===== src/rtl/uart_hex_frame_tx.sv =====
// rtl/uart_hex_frame_tx.sv - latches a hex value and streams it as an ASCII frame to a byte UART
// Optional space grouping anchored at the LS digit, and optional CR/LF before or after the digits.
module uart_hex_frame_tx #(
    parameter int NIBBLES = 4,
    parameter int GROUP   = 2,
    parameter int EOL     = 1
) (
    input  logic                   clk,
    input  logic                   rst,
    input  logic [4*NIBBLES-1:0]   value,
    input  logic                   go,
    input  logic                   tx_ready,
    output logic [7:0]             tx_buf,
    output logic                   tx_start,
    output logic                   busy,
    output logic                   done
);

    localparam int GDIV   = (GROUP == 0) ? 1 : GROUP;
    localparam int SPACES = (GROUP == 0) ? 0 : (NIBBLES - 1) / GDIV;
    localparam int PRE    = (EOL == 2) ? 2 : 0;
    localparam int LEN    = NIBBLES + SPACES + ((EOL != 0) ? 2 : 0);

    typedef enum logic [1:0] {IDLE, SEND, ACK} state_t;

    state_t                 state;
    logic [5:0]             idx;
    logic [4*NIBBLES-1:0]   val_q;

    function automatic logic [7:0] hex_char(input logic [3:0] n);
        return (n < 4'd10) ? (8'h30 + {4'h0, n}) : (8'h37 + {4'h0, n});
    endfunction

    // Walks the frame layout to find which character sits at position idx.
    function automatic logic [7:0] char_at(input logic [5:0] i, input logic [4*NIBBLES-1:0] v);
        logic [7:0] c;
        int         pos;
        int         ii;
        c   = 8'h00;
        ii  = int'(i);
        pos = PRE;
        if (EOL == 2 && ii == 0) c = 8'h0D;
        if (EOL == 2 && ii == 1) c = 8'h0A;
        for (int j = NIBBLES - 1; j >= 0; j--) begin
            if (ii == pos) c = hex_char(v[4*j +: 4]);
            pos++;
            if (GROUP != 0 && j >= 1 && (j % GDIV) == 0) begin
                if (ii == pos) c = 8'h20;
                pos++;
            end
        end
        if (EOL == 1) begin
            if (ii == pos)     c = 8'h0D;
            if (ii == pos + 1) c = 8'h0A;
        end
        return c;
    endfunction

    always_ff @(posedge clk) begin
        if (rst) begin
            state    <= IDLE;
            idx      <= 6'd0;
            val_q    <= '0;
            tx_buf   <= 8'h00;
            tx_start <= 1'b0;
            busy     <= 1'b0;
            done     <= 1'b0;
        end else begin
            done <= 1'b0;
            case (state)
                IDLE: begin
                    if (go) begin
                        val_q <= value;
                        busy  <= 1'b1;
                        idx   <= 6'd0;
                        state <= SEND;
                    end
                end
                SEND: begin
                    if (tx_ready) begin
                        tx_buf   <= char_at(idx, val_q);
                        tx_start <= 1'b1;
                        state    <= ACK;
                    end
                end
                ACK: begin
                    tx_start <= 1'b0;
                    // Ready dropping low is the transmitter taking the byte.
                    if (!tx_ready) begin
                        if (idx == 6'(LEN - 1)) begin
                            busy  <= 1'b0;
                            done  <= 1'b1;
                            state <= IDLE;
                        end else begin
                            idx   <= idx + 6'd1;
                            state <= SEND;
                        end
                    end
                end
                default: state <= IDLE;
            endcase
        end
    end

endmodule


===== config.mk =====
export PLATFORM = sky130hd
export DESIGN_NAME = uart_hex_frame_tx
export DESIGN_NICKNAME = d
export VERILOG_FILES = /design/src/rtl/uart_hex_frame_tx.sv
export SDC_FILE = /design/constraint.sdc
export NUM_CORES = 1
export LEC_CHECK = 0
export ABC_CLOCK_PERIOD_IN_PS = 2100
export BUFFER_PORTS_ARGS = -buffer_cell sky130_fd_sc_hd__buf_4
export CORE_MARGIN = 2
export CORE_UTILIZATION = 45
export DETAILED_ROUTE_END_ITERATION = 7
export PLACE_DENSITY = 0.75
export SYNTH_ARGS = -nofsm -noshare
export SYNTH_HDL_FRONTEND = slang
export SYNTH_SLANG_ARGS = --single-unit
export TNS_END_PERCENT = 1

===== constraint.sdc =====
create_clock -name clk -period 2.1 [get_ports clk]
set_clock_uncertainty 0.1 [all_clocks]
set_input_delay 0.315 -clock clk [delete_from_list [all_inputs] [get_ports clk]]
set_output_delay 0.315 -clock clk [all_outputs]
set_load 0.05 [all_outputs]

==> results.py <==
metrics = {
    "status": {
        "status": "complete, no violations",
    },
    "run": {
        "drv_cap": 0,
    },
    "detailed_routing": {
        "drtIter0Drc": 107,
        "drc": 0,
        "wl_per_cell_um": 13.2,
        "via_per_inst": 5.48,
        "vias": 1829,
        "dr.pass1.iters": 5,
        "ant_nets": 0,
        "wl_mm": 4.42,
    },
    "finish": {
        "nFillCells": 436,
        "syn2layout_area_growth_pct": 17.2,
        "n_antenna_cell": 0,
        "nNetsFinal": 309,
        "drive_above_1_share_pct": 16.3,
    },
    "placement": {
        "hpwl_mm": 3.25,
        "gp_congestion": 0.893,
        "io_buffers": 29,
    },
    "logic_synthesis": {
        "async_flop_share_pct": 0,
        "ys_warn_count": 0,
        "synth_edf_count": 0,
        "synth.area.top_cells": "dfxtp_1 (35%), nand2_1 (8.8%), a21oi_1 (7.9%)",
        "synth_seq_cells": 34,
        "synth_top_area_share_pct": 34.5,
        "synth_cell_types": 50,
        "synth.net_count": 284,
        "netlist_area_mm2": 0.00197,
        "synth.largest_area_cell": "dfxtp_1",
        "ys_seq_area_share_pct": 34.5,
        "ys.flop_type": "dfxtp_1",
        "syn_inst": 256,
        "synth.avg_cell_area_um2": 7.70,
    },
    "clock_tree": {
        "cts-root-buf": "clkbuf_8",
        "postCtsHoldBufs": 0,
        "cts_resized": 0,
        "cts_tree": "built",
        "cts_sinks": 34,
        "cts-htree-levels": 2,
        "path_clk_slew_ps": 70,
        "cts_buffers": 5,
        "clk_latency_ps": 290,
        "cts.path.max_buffers": 2,
        "postCtsSetupBuffers": 0,
    },
    "worst_setup_path": {
        "cp_data_arrival_time_ps": 2020,
        "crit_chain": "inv_1 -> ha_1 -> nor2b_2 -> o21ai_0 -> a21oi_1 -> a211oi_1 -> nor4_1",
        "critPathTopFamily": "simple AND/OR/NAND/NOR gates",
        "endpoint_kind": "register",
        "cpPeakStageDelay_ps": 350,
        "cp-start-kind": "register",
        "path_class": "register to register",
        "cpMaxStageDelayCell": "ha_1",
        "crit_required_ps": 2190,
        "cp_max_fo": 8,
        "worst-path-buf-inv": 1,
    },
    "floorplan": {
        "die_area_mm2": 0.00492,
        "fp.dieH_um": 70.2,
        "die_width_um": 70.2,
        "start_util_pct": 45.9,
        "core_area_mm2": 0.00429,
        "io_pins": 31,
        "num_rows": 24,
    },
    "sta": {
        "holdWs_ps": 170,
        "finalSetupViolCount": 0,
        "finalCriticalPeriod_ps": 1930,
        "hold_viol_final": 0,
        "fmax_mhz": 519,
        "slew_violations": 0,
        "rsz0062_at_grt": "no",
        "tns_ps": 0,
        "fin_crit_sh_pct": 91.8,
    },
    "worst_hold_path": {
        "hold_path_class": "input pin to register",
    },
    "global_routing": {
        "grt_start_max_net_pins": 31,
        "overflow": 0,
        "grt_pass1_vias": 1675,
        "groute.usage.overall_pct": 19.1,
        "antenna_found_initial": 0,
        "grt_pass1_wl_mm": 7.59,
    },
    "pwr": {
        "p_comb_share_pct": 19.1,
        "power.share.sequential_pct": 47.8,
        "max-vdd-ir-drop_mv": 0.384,
        "p_int_mw": 1.07,
        "p_sw_uw": 448,
        "netSwitchingFraction_pct": 29.5,
        "powerDensity_mw_per_mm2": 656,
        "p_leak_nw": 0.894,
        "clockPowerShare_pct": 33.1,
    },
}
worst reg2reg max path, stage by stage, from the launching register on:
cell and delay (ps):
dfxtp_1 340, inv_1 120, ha_1 350, nor2b_2 280, o21ai_0 130, a21oi_1 180, a211oi_1 60, nor4_1 280
final cells by class:
class	instances	area (um^2)	area share [%]
multi-input combinational	196	1180	51.2
sequential	34	682	29.5
timing repair buffer	33	248	10.7
clock buffer	7	86.3	3.74
tap	52	65.1	2.82
inverter	11	41.3	1.79
clock inverter	1	5.00	0.217
flip-flops by register name (all words and copies together) (netlist names):
register,cells
val_q,16
tx_buf,7
tx_start,1
idx,6
state,2
busy,1
done,1
kinds of logic after synthesis:
kind of cell / share of synthesized area [%]
simple gates: 24.9
buf+inv: 5.71
flops: 34.5
xor+xnor: 4.44
other cells: 0.190
fa+ha+maj: 5.08
compound gates: 25.1
cell usage in the layout, fill, tap and decap left out, types with 7 or more instances in the layout:
cell type	count
inv_1	11
buf_4	33
a21oi_1	31
nor2_1	19
xnor2_1	7
dfxtp_1	33
o21ai_0	14
nand2_1	46
ha_1	7
power by group through the flow:
stage                     sequential (mW)  combinational [mW]  clock, mW
final                               0.725               0.290      0.501
after CTS                           0.724               0.288      0.510
after floorplan                     0.751               0.185          0
after global placement              0.737               0.285          0
after detailed placement            0.739               0.287          0
after global routing                0.731               0.324      0.541
synth_stat cells (all sizes together), types with 4 or more instances:
| cell type | count |
|---|---|
| nand2 | 47 |
| dfxtp | 34 |
| a21oi | 31 |
| nor2 | 19 |
| o21ai | 15 |
| inv | 11 |
| clkbuf | 9 |
| ha | 8 |
| nor2b | 7 |
| xnor2 | 7 |
| buf | 6 |
| a21o | 5 |
| a21boi | 4 |
| nor4 | 4 |
path summary, 6_finish.rpt:
path	from	endpoint	slack, ps	cells after the start
worst min-delay path	value[5]	val_q[5]	170	3
worst min register to register	tx_buf[6]	tx_buf[6]	360	2
worst max register to register	idx[0]	tx_buf[2]	170	7
worst max-delay path	idx[0]	tx_buf[2]	170	7
per-layer routing:
layer  track usage [%]  part of all wire [%]  vias up
met4              7.05                   1.9        0
met3              4.18                   6.5        9
met1              25.9                    47      814
met2              29.8                    45       60
met5                 0                     0        -
li1                  -                     -      946
per-stage QoR:
step | power (mW) | worst slack (ps) | instances | utilization, % | cell area (um^2)
floorplan | 0.936 | 347 | 256 | - | 1970
global route | 1.60 | 7.72 | 334 | 53.8 | 2310
finish | 1.52 | 171 | 334 | 53.8 | 2310
CTS | 1.52 | 63.7 | 334 | 53.6 | 2300
detailed placement | 1.03 | 101 | 326 | 51.5 | 2210
global placement | 1.02 | 195 | 326 | 51.5 | 2210
(Power assumes the default switching activity.)
